`src/rtl/lmsm_sequencer.sv`:
```
// LM/SM sequencer: walks an 8-bit register mask upward, one memory transfer per set bit.
// Optional sticky address-wrap flag is built only when LMSM_WRAP_ERR_EN is defined.
module lmsm_sequencer (
  input  logic        clk,
  input  logic        rst_n,
  input  logic        start,
  input  logic        is_store,
  input  logic [7:0]  mask,
  input  logic [15:0] base,
  input  logic        mem_ack,
  output logic        req,
  output logic        mem_wr,
  output logic [15:0] mem_addr,
  output logic [2:0]  reg_idx,
  output logic        reg_we,
  output logic [1:0]  addr_sel,
  output logic        busy,
  output logic        done,
  output logic        wrap_err
);

  typedef enum logic [1:0] {IDLE, XFER, DONE} state_t;

  state_t      state, state_nxt;
  logic [7:0]  mask_r, mask_nxt;
  logic [15:0] addr_r, addr_nxt;
  logic        store_r, store_nxt;
  logic [2:0]  low_idx;
  logic [7:0]  mask_cleared;
  logic        ack_fire;

  // Priority pick of the lowest remaining mask bit; scanning down lets the lowest win.
  always_comb begin
    low_idx = 3'd0;
    for (int i = 7; i >= 0; i--) begin
      if (mask_r[i]) low_idx = 3'(i);
    end
  end

  assign mask_cleared = mask_r & (mask_r - 8'd1);
  assign ack_fire     = (state == XFER) && mem_ack;

  always_ff @(posedge clk or negedge rst_n) begin
    if (!rst_n) begin
      state   <= IDLE;
      mask_r  <= 8'd0;
      addr_r  <= 16'd0;
      store_r <= 1'b0;
    end else begin
      state   <= state_nxt;
      mask_r  <= mask_nxt;
      addr_r  <= addr_nxt;
      store_r <= store_nxt;
    end
  end

  always_comb begin
    state_nxt = state;
    mask_nxt  = mask_r;
    addr_nxt  = addr_r;
    store_nxt = store_r;
    req       = 1'b0;
    mem_wr    = 1'b0;
    mem_addr  = 16'd0;
    reg_idx   = 3'd0;
    reg_we    = 1'b0;
    addr_sel  = 2'b00;
    busy      = 1'b0;
    done      = 1'b0;
    unique case (state)
      IDLE: begin
        if (start) begin
          mask_nxt  = mask;
          addr_nxt  = base;
          store_nxt = is_store;
          state_nxt = (mask == 8'd0) ? DONE : XFER;
        end
      end
      XFER: begin
        req      = 1'b1;
        mem_wr   = store_r;
        mem_addr = addr_r;
        reg_idx  = low_idx;
        reg_we   = mem_ack && !store_r;
        addr_sel = 2'b10;
        busy     = 1'b1;
        if (mem_ack) begin
          mask_nxt = mask_cleared;
          addr_nxt = addr_r + 16'd1;
          if (mask_cleared == 8'd0) state_nxt = DONE;
        end
      end
      DONE: begin
        addr_sel  = 2'b10;
        busy      = 1'b1;
        done      = 1'b1;
        state_nxt = IDLE;
      end
      default: state_nxt = IDLE;
    endcase
  end

`ifdef LMSM_WRAP_ERR_EN
  logic wrap_r;

  // Flag only wraps that still have transfers left to run at the wrapped address.
  always_ff @(posedge clk or negedge rst_n) begin
    if (!rst_n) begin
      wrap_r <= 1'b0;
    end else if (state == IDLE && start) begin
      wrap_r <= 1'b0;
    end else if (ack_fire && addr_r == 16'hFFFF && mask_cleared != 8'd0) begin
      wrap_r <= 1'b1;
    end
  end

  assign wrap_err = wrap_r;
`else
  assign wrap_err = 1'b0;
`endif

endmodule
```
`config.mk`:
```
export PLATFORM = sky130hd
export DESIGN_NAME = lmsm_sequencer
export DESIGN_NICKNAME = d
export VERILOG_FILES = /design/src/rtl/lmsm_sequencer.sv
export SDC_FILE = /design/constraint.sdc
export NUM_CORES = 1
export LEC_CHECK = 0
export ABC_AREA = 1
export BUFFER_PORTS_ARGS = -buffer_cell sky130_fd_sc_hd__buf_2
export CAP_MARGIN = 25
export CORE_ASPECT_RATIO = 1.75
export CORE_UTILIZATION = 25
export CTS_CLUSTER_DIAMETER = 100
export DETAILED_ROUTE_END_ITERATION = 10
export PLACE_DENSITY_LB_ADDON = 0.1
export SLEW_MARGIN = 25
export SYNTH_ARGS = -nofsm -noshare
export SYNTH_HDL_FRONTEND = slang
export SYNTH_SLANG_ARGS = --single-unit
export TNS_END_PERCENT = 5
```
`constraint.sdc`:
```
create_clock -name clk -period 2.71 [get_ports clk]
set_clock_uncertainty 0.15 [all_clocks]
set_input_delay 0.1355 -clock clk [delete_from_list [all_inputs] [get_ports clk]]
set_output_delay 0.1355 -clock clk [all_outputs]
set_load 0.005 [all_outputs]
```
==> flow_metrics.py <==
metrics = {
    "run_status": {
        "outcome": "finished, final reports clean",
    },
    "die": {
        "coreArea_um2": 7340,
        "start_util_pct": 26.1,
        "dieHeight_um": 118,
        "die_width_um": 68.2,
        "num_rows": 41,
        "die-area_um2": 8040,
        "ios": 56,
    },
    "clock_network": {
        "insertion_delay_ns": 0.27,
        "cts_resized": 0,
        "clockBufferDepth": 2,
        "numCtsBuffers": 3,
        "clkSlewWorstSetupHoldPaths_ns": 0.08,
        "post-cts-setup-buffers": 0,
        "cts_root_buffer": "clkbuf_16",
        "htree_num_levels": 1,
        "cts_tree": "built",
        "cts_sinks": 27,
    },
    "synthesis": {
        "synth_cells": 296,
        "yosysSeqAreaShare_pct": 35.2,
        "synth_area_um2": 1920,
        "avgSynthCellArea_um2": 6.48,
        "yosysUniqueCellTypes": 31,
        "yosysWarnings": 0,
        "synth_seq_cells": 27,
    },
    "flow_run": {
        "cap_violations": 0,
    },
    "worst_setup_path": {
        "r2r_start": "state[1]",
        "crit_path_end_kind": "primary output",
        "start_kind": "register",
        "worstPathArrival_ns": 1.90,
        "slowest_stage": "dfrtp_1",
        "cp.required_ns": 2.42,
        "reg2reg_depth": 8,
        "crit_chain": "inv_1, ha_1, inv_2, buf_4, nor3_1, buf_2",
        "slowest_delay_ns": 0.40,
        "crit_fanout": 17,
        "r2r_setup_slack_ns": 0.56,
        "timing.rr.end": "mask_r[2]",
        "critPathKind": "register to primary output",
    },
    "global_routing": {
        "grt_overflow": 0,
        "grt_max_degree": 28,
        "grt_pass1_wl_mm": 9.25,
        "antenna_found_initial": 0,
        "grt_pass1_vias": 1975,
        "grt_use_total_pct": 15.2,
    },
    "timing": {
        "finalCriticalPeriod_ns": 2.19,
        "fin_crit_sh_pct": 80.7,
        "fin_setup_tns_ns": 0,
        "final.setup.worst_slack_ns": 0.523,
        "rsz0062_at_grt": "false",
        "relSlewSlack_pct": 53.8,
        "clock.fmax_mhz": 457,
        "setup_violations": 0,
        "tightest_slew_ns": 0.693,
        "hold_viol": 0,
        "slew_violations": 0,
    },
    "pwr": {
        "p_leak_nw": 1.36,
        "p_per_area_nw_per_um2": 1140,
        "max-vdd-ir-drop_mv": 0.374,
    },
    "min_path": {
        "holdCritStartpoint": "base[3]",
        "hold_class": "primary input to register",
        "worstHoldPathCells": 3,
        "min_to": "addr_r[3]",
    },
    "finish": {
        "drive_above_1_share_pct": 20.5,
        "n_antenna_cell": 0,
        "area_growth_pct": 25.2,
        "nets": 386,
    },
    "place": {
        "gp_congestion": 0.722,
        "place_ws_ns": 0.552,
        "portBuffers": 53,
        "hpwl_mm": 4.21,
    },
    "detailed_routing": {
        "drc": 0,
        "routedWlPerCell_um": 12.9,
        "route.antenna.remaining_nets": 0,
        "drt_iter0_markers": 57,
        "vias": 2016,
        "routed_wl_mm": 5.66,
        "first_pass_iters": 4,
        "vias_per_cell": 4.60,
    },
}
[metal layers]
metal  track usage (%)  vias up  share of wire [%]
met2              26.8       46                 52
met3              1.65        7                3.4
met5                 0        -                  0
met4              6.77        0                2.2
met1              17.5      924                 42
li1                  -     1039                  -
[cells in the final DEF (no fill, tap or decap)]
cell type      synthesis  layout
nand2_1               90      90
buf_2                  6      53
inv_1                 44      44
o21ai_0               28      28
dfrtp_1               27      27
nor2_1                25      25
a21oi_1               20      20
nand3_1               14      14
dlygate4sd3_1          0       7
nor3_1                 4       4
ha_1                   4       4
buf_4                  3       4
inv_2                  3       3
nand4_1                3       3
clkbuf_16              0       3
nor2_2                 2       2
o21ai_1                2       2
a31o_2                 2       2
xor2_1                 2       2
o22ai_1                2       2
o31ai_1                2       2
conb_1                 1       2
a311oi_1               1       1
or2_1                  1       1
a21oi_4                1       1
a21oi_2                1       1
nor2_4                 1       1
a31oi_1                1       1
a211oi_1               1       1
or2_2                  1       1
clkinvlp_4             0       1
[metrics by stage]
| step | util [%] | instance area, um2 | instances | power (mW) | hold slack [ns] |
|---|---|---|---|---|---|
| 2_1_floorplan | - | 1920 | 297 | 1.91 | -0.310 |
| 3_3_place_gp | 30.7 | 2250 | 427 | 2.39 | 0.0731 |
| 3_5_place_dp | 30.7 | 2250 | 427 | 2.39 | 0.0737 |
| 4_1_cts | 32.7 | 2400 | 438 | 2.79 | 0.0123 |
| 5_1_grt | 32.7 | 2400 | 438 | 3.04 | 0.00957 |
| 6_report | 32.7 | 2400 | 438 | 2.73 | 0.0146 |
[repair_timing]
action,CTS,global route
endpoints found under the setup margin,0,0
hold endpoints to repair,32,0
hold buffers,7,0
[sequential cells by signal, indices dropped and copies added, names as in the netlist]
| signal | flops |
|---|---|
| mask_r | 8 |
| state | 2 |
| store_r | 1 |
| addr_r | 16 |
[critical path, delay by kind of cell (launching register included)]
kind	cells	cell delay (ns)
flip-flops	1	0.40
adder cells (fa/ha/maj)	1	0.39
AND/OR/NAND/NOR	1	0.18
buffers and inverters	4	0.67
[logic make-up (layout without fill, tap and decap cells)]
family                   count (synthesis)  count (layout)  share of synthesized area [%]
AND/OR/NAND/NOR                        141             141                           30.1
AO/OA/AOI/OAI                           61              61                           17.9
buffers and inverters                   60             115                           13.1
flip-flops                              27              27                           35.2
adder cells (fa/ha/maj)                  4               4                           2.61
XOR/XNOR                                 2               2                          0.913
other                                    1               2                          0.196
[how the worst max path moves through the flow]
| stage | end | slack (ns) | from | cells after the start |
|---|---|---|---|---|
| final | reg_idx[0] | 0.52 | state[1] | 6 |
| after detailed placement | mask_r[2] | 0.55 | state[1] | 8 |
| after CTS | reg_idx[0] | 0.50 | state[1] | 6 |
| after global routing | reg_idx[0] | 0.37 | state[1] | 6 |
| after floorplan | mask_r[3] | 1.0 | state[0] | 11 |
| after global placement | mask_r[2] | 0.60 | state[1] | 8 |
[synthesized netlist by cell type, drive strengths merged]
| library cell | instances | share of area [%] |
|---|---|---|
| a31o | 2 | 0.91 |
| xor2 | 2 | 0.91 |
| conb | 1 | 0.20 |
| dfrtp | 27 | 35 |
| o31ai | 2 | 0.78 |
| a211oi | 1 | 0.39 |
| nand4 | 3 | 0.98 |
| nand3 | 14 | 3.7 |
| a311oi | 1 | 0.46 |
| a31oi | 1 | 0.33 |
| clkbuf | 2 | 0.39 |
| nand2 | 90 | 18 |
| inv | 47 | 9.2 |
| a21oi | 22 | 6.5 |
| nor2 | 28 | 6.1 |
| o21ai | 30 | 7.8 |
| ha | 4 | 2.6 |
| o22ai | 2 | 0.65 |
| nor3 | 4 | 1.0 |
| buf | 11 | 3.5 |
| or2 | 2 | 0.65 |
[cell type report]
class	instances	area, um2
inverters	47	176
well taps	86	108
clock buffers	3	75.1
clock inverters	1	7.51
repair buffers	64	365
multi-input cells	210	995
fillers	853	4930
flip-flops and latches	27	676
[power breakdown]
part / switching [mW] / total [mW] / internal, mW
Sequential: 0.183 / 0.792 / 0.609
Combinational: 1.00 / 1.58 / 0.578
Clock: 0.156 / 0.357 / 0.201
Total: 1.34 / 2.73 / 1.39
No activity file was read; power rests on OpenSTA's default activity.
